[config.mk]
export PLATFORM = sky130hd
export DESIGN_NAME = char_feeder
export DESIGN_NICKNAME = d
export VERILOG_FILES = /design/src/rtl/char_feeder_pkg.sv /design/src/rtl/char_fifo.sv /design/src/rtl/char_feeder.sv
export SDC_FILE = /design/constraint.sdc
export NUM_CORES = 1
export LEC_CHECK = 0
export BUFFER_PORTS_ARGS = -buffer_cell sky130_fd_sc_hd__buf_2
export CAP_MARGIN = 5
export CORE_ASPECT_RATIO = 0.7
export CORE_MARGIN = 2
export CORE_UTILIZATION = 50
export CTS_CLUSTER_DIAMETER = 50
export DETAILED_ROUTE_END_ITERATION = 10
export PLACE_DENSITY = 0.68
export SETUP_SLACK_MARGIN = 0.4
export SKIP_LAST_GASP = 1
export SYNTH_ARGS = -nofsm -noshare
export SYNTH_HDL_FRONTEND = slang
export SYNTH_HIERARCHICAL = 1
export SYNTH_SLANG_ARGS = --single-unit
[constraint.sdc]
create_clock -name clk -period 3.1 [get_ports clk]
set_input_delay 0.31 -clock clk [delete_from_list [all_inputs] [get_ports clk]]
set_output_delay 0.31 -clock clk [all_outputs]
set_load 0.02 [all_outputs]
[src/rtl/char_feeder_pkg.sv]
// Shared ASCII constants and case-folding helper for the character feeder and scorer.
package char_feeder_pkg;

    localparam logic [7:0] CH_SPACE = 8'h20;
    localparam logic [7:0] CH_A_UP  = 8'h41;
    localparam logic [7:0] CH_Z_UP  = 8'h5A;
    localparam logic [7:0] CASE_OFS = 8'h20;

    function automatic logic [7:0] fold_char(input logic [7:0] c);
        if (c >= CH_A_UP && c <= CH_Z_UP)
            return c + CASE_OFS;
        return c;
    endfunction

endpackage

[src/rtl/char_fifo.sv]
// Byte FIFO: storage, wrapping pointers and occupancy count.
module char_fifo #(
    parameter int DEPTH = 8
) (
    input  logic                       clk,
    input  logic                       rst_n,
    input  logic                       push,
    input  logic                       pop,
    input  logic [7:0]                 wdata,
    output logic [7:0]                 rdata,
    output logic [$clog2(DEPTH):0]     level
);
    localparam int AW = $clog2(DEPTH);

    logic [7:0]    mem [DEPTH];
    logic [AW-1:0] wptr;
    logic [AW-1:0] rptr;

    assign rdata = mem[rptr];

    // Contents are deliberately left uncleared by reset; level alone marks validity.
    always_ff @(posedge clk) begin
        if (push)
            mem[wptr] <= wdata;
    end

    always_ff @(posedge clk) begin
        if (!rst_n) begin
            wptr  <= '0;
            rptr  <= '0;
            level <= '0;
        end else begin
            if (push)
                wptr <= wptr + 1'b1;
            if (pop)
                rptr <= rptr + 1'b1;
            case ({push, pop})
                2'b10:   level <= level + 1'b1;
                2'b01:   level <= level - 1'b1;
                default: level <= level;
            endcase
        end
    end

endmodule

[src/rtl/char_feeder.sv]
// Buffers producer bytes and emits one registered character per cycle to the scorer.
module char_feeder
    import char_feeder_pkg::*;
#(
    parameter int         DEPTH     = 8,
    parameter logic [7:0] IDLE_CHAR = CH_SPACE,
    parameter bit         FOLD      = 1'b0
) (
    input  logic                       clk,
    input  logic                       rst_n,
    input  logic [7:0]                 in_data,
    input  logic                       in_valid,
    output logic                       in_ready,
    output logic [7:0]                 char,
    output logic                       char_vld,
    output logic [$clog2(DEPTH):0]     level
);
    localparam int AW = $clog2(DEPTH);
    localparam logic [AW:0] LVL_FULL = (AW + 1)'(DEPTH);

    logic       push;
    logic       pop;
    logic [7:0] head;

    assign in_ready = level < LVL_FULL;
    assign push     = in_valid && in_ready;
    assign pop      = level != '0;

    char_fifo #(.DEPTH(DEPTH)) u_fifo (
        .clk   (clk),
        .rst_n (rst_n),
        .push  (push),
        .pop   (pop),
        .wdata (in_data),
        .rdata (head),
        .level (level)
    );

    // Head is only consumed when already buffered, so a push into an empty FIFO never bypasses.
    always_ff @(posedge clk) begin
        if (!rst_n) begin
            char     <= IDLE_CHAR;
            char_vld <= 1'b0;
        end else if (pop) begin
            char     <= FOLD ? fold_char(head) : head;
            char_vld <= 1'b1;
        end else begin
            char     <= IDLE_CHAR;
            char_vld <= 1'b0;
        end
    end

endmodule

Yosys cells after proc, flatten, opt, wreduce, memory -nomap -nowiden

Memories as Yosys holds them, arrays and structs flattened. A register that Yosys moved wholly into a read port is not among the register bits.
Cells that the tools add are included.

Memories kept: 1
RAM bits: 64
Bits of input ports: 11
Bits in registers: 11

Add/sub/neg operators: 4
Reductions and logical operators: 5
Multiplexer cells: 4
Order comparisons: 1
Eq/ne operators: 2

Memory list:

| name       | words | bits a word | read ports | clocked after Yosys merged registers in | wr ports | line            | RTL |
|---|---|---|---|---|---|---|---|
| u_fifo.mem | 8     | 8           | 1          | 1                                       | 1        | char_fifo.sv:15 | `logic [7:0] mem [DEPTH];` |

Operator list:

| cell                                                               | count |
|---|---|
| 4-bit case mux with 2 select lines                                 | 1 |
| 3-bit by 1-bit adder with 3-bit output, second input constant      | 2 |
| 4-bit by 1-bit adder with 4-bit output, second input constant      | 1 |
| 4-bit < comparator, second input constant                          | 1 |
| 4-bit nonzero test                                                 | 1 |
| 4-bit by 1-bit subtractor with 4-bit output, second input constant | 1 |
| 1-bit two-way mux                                                  | 3 |
| 2-bit by 1-bit == test with 1-bit output, second input constant    | 1 |
| 2-bit == test, second input constant                               | 1 |
| 2-bit AND reduction                                                | 1 |
| 2-bit nonzero test                                                 | 1 |
| 1-bit logical AND                                                  | 1 |
| 1-bit logical NOT                                                  | 1 |

Longest topological paths before layout

Gate-level depths: netlist (run 1).

Word-level depth: 4
Mapped depth: 9

Hierarchy

Netlist (run 1), hierarchy kept.

Modules (own cells, without submodules):

| module      | times used | cells each | sequential area each (sq um) | area an instance (sq um) |
|---|---|---|---|---|
| char_fifo   | 1          | 162        | 2,182.1                      | 3,106.7 |
| char_feeder | 1          | 22         | 180.2                        | 272.8 |

Worst setup path after synthesis (run 1)

Ideal clock, no wire load.

Path type: register -> register
Start point: reg u_fifo.level[3]
End point: reg u_fifo.level[2]
Arrival time: 2.293 ns
Data required time: 3.024 ns
Stages on the path, launching flop included: 10
Buffers on the path: 1
Setup slack: 0.732 ns
Clock period less this slack: 2.368 ns
Library setup time: 0.076 ns
Cells stage by stage: dfxtp_1 -> or4_4 -> buf_6 -> ha_1 -> xor2_1 -> ha_1 -> a21oi_1 -> xor2_1 -> or3_1 -> a21boi_0

RTL lines:

| what                                                                      | line              | RTL |
|---|---|---|
| from (decl)                                                               | char_fifo.sv:11   | `output logic [$clog2(DEPTH):0] level` |
| from (signal assigned)                                                    | char_fifo.sv:38   | `2'b10: level <= level + 1'b1;` |
| from (signal assigned)                                                    | char_fifo.sv:39   | `2'b01: level <= level - 1'b1;` |
| from (signal assigned)                                                    | char_fifo.sv:40   | `default: level <= level;` |
| 4-bit nonzero test (*)                                                    | char_feeder.sv:27 | `assign pop = level != '0;` |
| net pop                                                                   | char_feeder.sv:22 | `logic pop;` |
| 2-bit by 1-bit == test with 1-bit output or 2-bit == test (tied branches) | char_fifo.sv:37   | `case ({push, pop})` |
| 4-bit case mux with 2 select lines or 2-bit nonzero test (tied branches)  | n/a               |  |

Mark *: on every way through the listed nets, which the timed path passes. The rest lies on a longest branch.
A chain may end at the register's enable or synchronous reset.

Worst setup path in the final report (run 1)

Start point: reg u_fifo.level[2]
End point: reg u_fifo.level[2]

Longest elaborated chain between the ends: 4

RTL lines:

| what                                                                      | line              | RTL |
|---|---|---|
| 4-bit < comparator                                                        | char_feeder.sv:25 | `assign in_ready = level < LVL_FULL;` |
| 1-bit logical AND                                                         | char_feeder.sv:26 | `assign push = in_valid && in_ready;` |
| 2-bit by 1-bit == test with 1-bit output or 2-bit == test (tied branches) | char_fifo.sv:37   |  |
| 4-bit case mux with 2 select lines or 2-bit nonzero test (tied branches)  | n/a               |  |

Parallel ways exist; a longest one is shown, timed or not.

==> impl_results.md, run 1 <==
- Status: finished, final reports clean
- Die height: 72.79 µm
- Slew Viols, Final: 0
- Final WL: 5924 µm
- CTS root buffer: clkbuf_8
- Cell with the most instances after synthesis: edfxtp_1
- Row count: 25
- I/O Buffers: 24
- Area leader, netlist: edfxtp_1
- Via count: 1,692
- Core area: 0.006631 mm²
- Routability cong.: 0.7408
- Fmax: 395.1 MHz
- Worst Path Required: 3.37 ns
- # setup viols final: 0
- Drc violations: 0
- Hold slack final: 0.2264 ns
- Initial antenna violation count: 0
- Htree depth: 3
- First-pass GRT wire length: 9190 µm
- Tightest Pin Transition: 1.015 ns
- Synth cell count leaders: edfxtp_1 (64), dfxtp_1 (22), mux4_1 (15)
- Post-layout instance area: 0.003824 mm²
- Post-route ant nets: 0
- Multi-input gate area: 947.2 µm²
- Synth Cell Area: 0.003379 mm²
- Syn_nets: 200
- EDFF count, synth: 64
- Worst hold path type: in2reg
- Avg WL per Cell: 18.69 µm
- DP Area: 0.003607 mm²
- Startpoint Class: register
- Worst VDD drop: 323.3 µV
- CTS Buffer Depth: 2
- Met1 usage: 20.92%
- Worst-path clk slew: 0.08 ns
- RSZ-0062 raised after global routing: no
- Power Density: 824.2 mW/mm²
- Clk Latency, worst-skew pair: 0.34 ns
- Final nets: 234
- Finished Layout Cells: 317
- Area Overhead vs Synth: 13.14%
- Share of cells above drive strength 1: 25.11%
- Ys flop type: edfxtp_1
- Starting Density: 50.96%
- Min Tclk post-route: 2.531 ns
- Fin util: 57.66%
- Num CTS Buffers: 9
- Final Hold Fails: 0
- Routing usage on met3: 5.939%
- Worst EP arrival: 2.80 ns
- Number of global-route vias before repair: 1,733
- Largest net degree at the start of global routing: 22
- Largest cells by area after synthesis: edfxtp_1 (57%), dfxtp_1 (13%), mux4_1 (12%)
- Clk sinks: 86
- Distinct cell type count after synthesis: 32
- Post-synth top area share: 56.87%
- Max-cap violation count: 0
- Fillers: 521
- Ys Warns: 6
- Met2 usage: 30.85%
- Cells after DPL: 301
- Post-CTS Setup Bufs: 0
- CP Max Fanout: 14
- # hold bufs at CTS: 0
- Pleak: 1.379 nW
- Setup CP Type: reg2reg
- Reg area: 0.002362 mm²
- Worst Clk Skew: 0.01175 ns
- Cell count after synthesis: 184
- Inserted Diodes: 0
- Chip width: 102.3 µm
- Syn avg cell area: 18.37 µm²
- #FFs+latches synth: 86
- Gr busiest metal: met2
- Gr usage total: 17.69%
- Post-DP HPWL: 3828 µm
- Crit share post-route: 81.65%
- # resized after CTS: 0
- DR pass1 iterations: 4
- Sequential-to-total area share from yosys stat: 69.90%
- Grt total ovfl: 0
- Critical Path End Type: register
- CTS tree: done
- Slew HR: 32.10%
- Setup TNS: 0 ns
- IO Pins: 25
- Initial DRC Count: 53
- Total die area: 0.007443 mm²
- Post-DR vias/cell: 5.338
- Async set-reset flop share out of synthesis: 0%
==> critical path, cell delays in order (launching register included) <==
cell	delay (ns)
dfxtp_1	0.37
or4_4	0.64
ha_1	0.30
xor2_1	0.17
ha_1	0.18
a21oi_1	0.18
xor2_1	0.12
or3_1	0.31
a21boi_0	0.18
==> placed cells by master, fill, tap and decap left out, drive strengths merged, types with 6 or more instances in the layout <==
cell / count
mux4: 16
and2: 6
edfxtp: 64
nor2: 6
and3: 7
buf: 31
dfxtp: 22
mux2: 8
clkbuf: 11
nand2: 7
==> layout make-up <==
type | instances | share of cell area [%]
clock buffers | 11 | 3.436
clock inverters | 5 | 2.225
inverters | 2 | 0.1963
multi-input cells | 88 | 24.77
flip-flops and latches | 86 | 61.78
well taps | 94 | 3.076
repair buffers | 31 | 4.516
==> logic make-up after synthesis <==
kind of cell,synth area share (%)
flip-flops,69.90
AND/OR/NAND/NOR,7.183
multiplexers,16.18
buffers and inverters,2.073
AO/OA/AOI/OAI,1.258
XOR/XNOR,1.555
adder cells (fa/ha/maj),1.851
==> stage by stage <==
step | setup slack (ns) | total power [mW]
3_5_place_dp | 0.5955 | 2.347
6_report | 0.5690 | 3.151
2_1_floorplan | 0.7317 | 2.144
5_1_grt | 0.4266 | 3.315
3_3_place_gp | 0.7488 | 2.290
4_1_cts | 0.5712 | 3.172
==> report_power, final <==
group / internal [mW] / switching (mW) / total (mW)
registers: 1.37 / 0.102 / 1.47
clock network: 0.457 / 0.378 / 0.835
logic: 0.414 / 0.429 / 0.844
==> sequential cells by signal, summed over array words and instances (netlist names), named ones only <==
register and cells:
u_fifo/level 4, char_vld 1, char 8, u_fifo/rptr 3, u_fifo/wptr 3, u_fifo/mem 64
==> metal layers <==
metal	wire length, µm	vias up
met1	2518	854
met5	0	-
met3	287	7
li1	-	786
met2	3055	45
met4	63	0
==> path summary, 6_finish.rpt <==
kind              startpoint          endpoint  cells after the start  slack [ns]
max          u_fifo/level[2]   u_fifo/level[2]                      8        0.57
min reg2reg   u_fifo/wptr[0]    u_fifo/wptr[0]                      2        0.52
max reg2reg  u_fifo/level[2]   u_fifo/level[2]                      8        0.57
min               in_data[1]  u_fifo/mem[7][1]                      1        0.23
(Power assumes the default switching activity.)
==> inputs of run 2 (changes only) <==
ABC_AREA = 1   (was default)
PLACE_DENSITY = 0.71   (was 0.68)
clock period = 2.1 ns   (was 3.1 ns; I/O delays follow)
==> impl_results.md, run 2 <==
- Hold depth: 1
- Largest net degree at the start of global routing: 33
- Num CTS Buffers: 9
- Initial antenna violation count: 0
- Via count: 2,216
- Number of global-route vias before repair: 2,042
- WHS Endpoint: u_fifo/mem[1][6]
- Finished Layout Cells: 435
- Multi-input gate area: 924.6 µm²
- Final worst slack: 0.4491 ns
- Avg WL per Cell: 15.11 µm
- Post-layout instance area: 0.003902 mm²
- Pwr Total: 4.856 mW
- Status: finished, final reports clean
- Ys Warns: 6
- Max-cap violation count: 0
- Crit share post-route: 78.61%
- EDFF count, synth: 64
- Worst-path clk slew: 0.08 ns
- Worst Path Required: 2.34 ns
- Sequential-to-total area share from yosys stat: 69.16%
- Distinct cell type count after synthesis: 23
- Area leader, netlist: edfxtp_1
- Worst EP arrival: 1.90 ns
- Die height: 73.15 µm
- Post-synth top area share: 56.26%
- Reg area: 0.002371 mm²
- Final nets: 352
- Setup CP Type: reg2reg
- Grt total ovfl: 0
- Gr usage total: 19.29%
- # setup viols final: 0
- Worst r2r src: u_fifo/level[3]
- Tightest Pin Transition: 0.4598 ns
- Power Density: 1244 mW/mm²
- CTS tree: done
- Setup TNS: 0 ns
- Commonest non-fill, non-tap cells in the layout: edfxtp_1 (64), nor2_1 (57), nand2_1 (39)
- Biggest register: u_fifo/mem
- Fmax: 605.7 MHz
- Routability cong.: 0.8101
- Fillers: 580
- Post-DR vias/cell: 5.094
- Chip width: 102.8 µm
- Post-DP HPWL: 4243 µm
- Post-route ant nets: 0
- Final Hold Fails: 0
- Ys flop type: edfxtp_1
- Pleak: 1.522 nW
- DP Area: 0.003669 mm²
- Initial DRC Count: 158
- Clk Latency, worst-skew pair: 0.34 ns
- Worst VDD drop: 533.5 µV
- Final WL: 6572 µm
- Clk sinks: 86
- Critical Path End Type: register
- I/O Buffers: 24
- CTS Buffer Depth: 2
- Total die area: 0.007519 mm²
- Cells after DPL: 418
- DP Worst Slack: 0.2731 ns
- CTS root buffer: clkbuf_8
- RSZ-0062 raised after global routing: yes
- CP Max Fanout: 6
- R2R depth: 11
- Worst hold path type: in2reg
- DR pass1 iterations: 4
- Synth cell count leaders: edfxtp_1 (64), nor2_1 (60), nand2_1 (39)
- Hold path start: in_data[6]
- Cell count after synthesis: 296
- Row count: 25
- Area Overhead vs Synth: 14.25%
- Syn avg cell area: 11.54 µm²
- Slew HR: 69.30%
- Number of flip-flops in the largest register: 64
- Syn_nets: 312
- Slew Viols, Final: 0
- Top flop regs: u_fifo/mem x64, char x8, u_fifo/level x4
- Share of cells above drive strength 1: 20.53%
- Startpoint Class: register
- Reg2Reg Setup Slack: 0.45 ns
- Synth Cell Area: 0.003416 mm²
- Drc violations: 0
- Cell with the most instances after synthesis: edfxtp_1
- Htree depth: 3
- Largest cells by area after synthesis: edfxtp_1 (56%), dfxtp_1 (13%), nor2_1 (6.6%)
- Inserted Diodes: 0
- #FFs+latches synth: 86
- IO Pins: 25
- First-pass GRT wire length: 10,440 µm
- Worst Clk Skew: 0.006158 ns
- Core area: 0.006694 mm²
- Commonest non-fill, non-tap cell in the layout: edfxtp_1
- Starting Density: 51.03%
- End of the worst register-to-register path: u_fifo/level[2]
- Min Tclk post-route: 1.651 ns
- Async set-reset flop share out of synthesis: 0%
==> run 2: cell types whose count changed after synthesis, sizes merged, moves of 8 or more <==
cell	change
inv	+22
o21ai	+35
mux4	-16
nand2	+34
nor2	+54
o22ai	+8
mux2	-8
==> run 2: worst max-delay path by stage <==
stage | from | to | slack (ns) | cells past startpoint
after floorplan | u_fifo/level[3] | u_fifo/mem[0][0] | 0.39 | 4
after global placement | u_fifo/level[3] | u_fifo/level[2] | 0.39 | 10
after detailed placement | u_fifo/level[3] | u_fifo/level[2] | 0.27 | 11
after CTS | u_fifo/level[3] | u_fifo/level[2] | 0.40 | 10
after global routing | u_fifo/level[3] | u_fifo/level[2] | 0.32 | 11
final | u_fifo/level[3] | u_fifo/level[2] | 0.45 | 11
==> run 2: report_power, final <==
part	leakage [nW]	switching, mW	internal [mW]	total (mW)
Clock	0.0832	0.567	0.431	0.997
Combinational	0.675	1.05	0.624	1.67
Sequential	0.763	0.143	2.04	2.19
==> run 2: stage by stage <==
| stage | hold slack, ns | util [%] |
|---|---|---|
| after floorplan | 0.2961 | - |
| after global placement | 0.4857 | 54.80 |
| after CTS | 0.1085 | 57.59 |
| final | 0.1312 | 58.30 |
| after global routing | 0.1259 | 58.30 |
| after detailed placement | 0.4837 | 54.80 |
==> run 2: logic make-up after synthesis <==
| kind of cell | after synthesis | share of synthesized area, % |
|---|---|---|
| DFF | 86 | 69.16 |
| xor gates and xnor gates | 4 | 1.026 |
| buffers and inverters | 33 | 5.201 |
| muxes | 8 | 2.344 |
| and+or+nand+nor | 107 | 12.38 |
| AOI/OAI and AO/OA | 53 | 8.059 |
| adders and majority gates | 5 | 1.832 |
==> run 2: metal layers <==
metal  GRT usage [%]  up-vias  share of wire [%]
li1                -     1088                  -
met1           27.50     1039                 46
met2           28.40       85                 46
met3           6.034        4                7.3
met4           6.433        0               0.76
met5               0        -                  0
==> run 2: final cells by class <==
cell class | count | area share (%)
Inverter | 24 | 2.308
Multi-Input combinational cell | 177 | 23.69
Timing Repair Buffer | 38 | 5.771
Tap cell | 94 | 3.014
Clock inverter | 7 | 1.282
Clock buffer | 9 | 3.174
Sequential cell | 86 | 60.76
==> run 2: timing repair <==
item                                    in CTS  in global routing
buffers inserted                             1                  0
gates resized for setup                      3                 12
hold buffers                                 0                  0
endpoints found under the setup margin       3                 10
pin swaps                                    1                  0
==> run 2: critical path, stage by stage, from the launching register on <==
cell and delay (ns):
dfxtp_4 0.38, nor2_4 0.13, inv_2 0.09, ha_4 0.18
nand2_1 0.06, inv_1 0.06, nor2_2 0.12, ha_1 0.18
a21oi_2 0.04, xnor2_1 0.12, o21ai_1 0.12, inv_1 0.05
==> inputs of run 3 (changes only) <==
clock period = 1.3 ns   (was 2.1 ns; I/O delays follow)
==> impl_results.md, run 3 (synthesized netlist as in run 2, its figures left out) <==
- Post-DP HPWL: 4405 µm
- CTS Buffer Depth: 2
- Final Hold Fails: 0
- Worst VDD drop: 1080 µV
- Starting Density: 51.03%
- Worst hold path type: in2reg
- Chip width: 102.8 µm
- RSZ-0062 raised after global routing: yes
- Fmax: 621.1 MHz
- # setup viols final: 68
- DR pass1 iterations: 4
- Max-cap violation count: 0
- Final worst slack: -0.3100 ns
- CTS root buffer: clkbuf_8
- Failing checks: setup timing
- Status: finished, violations left
- Crit share post-route: 123.8%
- Grt total ovfl: 0
- Fin util: 71.76%
- Via count: 2,411
- Biggest register: u_fifo/mem
- Inserted Diodes: 0
- Post-DR vias/cell: 5.174
- Core area: 0.006694 mm²
- Commonest non-fill, non-tap cell in the layout: edfxtp_1
- Power Density: 2122 mW/mm²
- Hold slack final: 0.04723 ns
- Clk Latency, worst-skew pair: 0.35 ns
- IO Pins: 25
- Min Tclk post-route: 1.610 ns
- Share of cells above drive strength 1: 42.47%
- Slew HR: 77.48%
- Final nets: 383
- Setup CP Type: reg2reg
- Gr usage total: 22.26%
- Finished Layout Cells: 466
- Routability cong.: 0.8430
- Die height: 73.15 µm
- Number of flip-flops in the largest register: 64
- Worst path slowest cell: dfxtp_4
- CTS tree: done
- Pwr Total: 10.19 mW
- Worst Clk Skew: 0.007886 ns
- Largest net degree at the start of global routing: 33
- Area Overhead vs Synth: 40.62%
- Max incr delay on CP: 0.36 ns
- Worst-path clk slew: 0.09 ns
- Clk sinks: 86
- Top flop regs: u_fifo/mem x64, char x8, u_fifo/level x4
- Pleak: 1.822 nW
- Worst EP arrival: 1.85 ns
- Slew Viols, Final: 0
- Setup TNS: -11.12 ns
- CP Max Fanout: 3
- Initial DRC Count: 120
- I/O Buffers: 24
- Post-route ant nets: 0
- Avg WL per Cell: 16.50 µm
- Initial antenna violation count: 0
- Commonest non-fill, non-tap cells in the layout: edfxtp_1 (64), nor2_1 (43), nand2_1 (33)
- Row count: 25
- Total die area: 0.007519 mm²
- Cell Chain, Critical Path: nor2_4, nand2_4, ha_4, nand2_2, inv_2, nor2_4, ha_4, a21oi_2, xnor2_1, o21ai_1, inv_1
- Drc violations: 0
- Number of global-route vias before repair: 2,398
- Cells after DPL: 428
- Startpoint Class: register
- Final WL: 7687 µm
- Critical Path End Type: register
- Tightest Pin Transition: 0.3374 ns
- Num CTS Buffers: 9
- Worst Path Required: 1.54 ns
- Htree depth: 3
- First-pass GRT wire length: 12,060 µm
## run 3: changes by cell type in the layout (fill, tap and decap cells not counted), moves of 7 or more
cell     previous run  this run
o21ai_0            22         5
dfxtp_1            17         6
o21ai_2             0        10
buf_2              24        10
buf_12              0        12
buf_6               0        28
nor2_4              1        15
dfxtp_2             4        11
nor2_1             57        43
## run 3: per-layer routing
metal,part of all wire [%],wire length (µm),global-route usage [%]
met5,0,0,0
met4,0.86,66,8.918
met3,7.1,542,7.471
met2,49,3798,34.57
met1,43,3280,29.12
## run 3: worst paths after layout
check	slack [ns]	from	end	cells past startpoint
hold / removal	0.05	in_data[4]	u_fifo/mem[2][4]	1
hold reg to reg	0.53	u_fifo/wptr[0]	u_fifo/wptr[0]	2
setup / recovery	-0.31	u_fifo/level[2]	u_fifo/level[2]	11
setup reg to reg	-0.31	u_fifo/level[2]	u_fifo/level[2]	11
## run 3: power breakdown
part           total [mW]  internal [mW]  switching, mW
combinational        4.72           2.31           2.41
clock                1.87          0.932          0.936
sequential           3.61           3.35          0.259
## run 3: cell type report
class,count,area (µm²)
Sequential cell,86,2395
Timing Repair Buffer,68,795.8
Clock buffer,12,176.4
Clock inverter,4,33.78
Inverter,24,105.1
Fill cell,453,1891
Multi-Input combinational cell,177,1169
Timing Repair inverter,1,11.26
Tap cell,94,117.6
## run 3: timing repair
item / CTS / global route
cloned: 3 / 0
gates resized for setup: 100 / 30
hold buffers: 0 / 0
endpoints found under the setup margin: 100 / 100
pin swaps: 44 / 21
buffers inserted: 12 / 7
## run 3: worst max-delay path: cells and delay by family, from the launching register on
| family | cells | cell delay [ns] |
|---|---|---|
| AO/OA/AOI/OAI | 2 | 0.17 |
| flip-flops | 1 | 0.36 |
| XOR/XNOR | 1 | 0.12 |
| adder cells (fa/ha/maj) | 2 | 0.32 |
| AND/OR/NAND/NOR | 4 | 0.41 |
| buffers and inverters | 2 | 0.10 |
## run 3: stage by stage
step                area [µm²]  worst slack (ns)
floorplan                 3566           -0.2502
global placement          3970           -0.2077
detailed placement        3970           -0.2958
CTS                       4657           -0.2107
global route              4803           -0.3523
finish                    4803           -0.3100
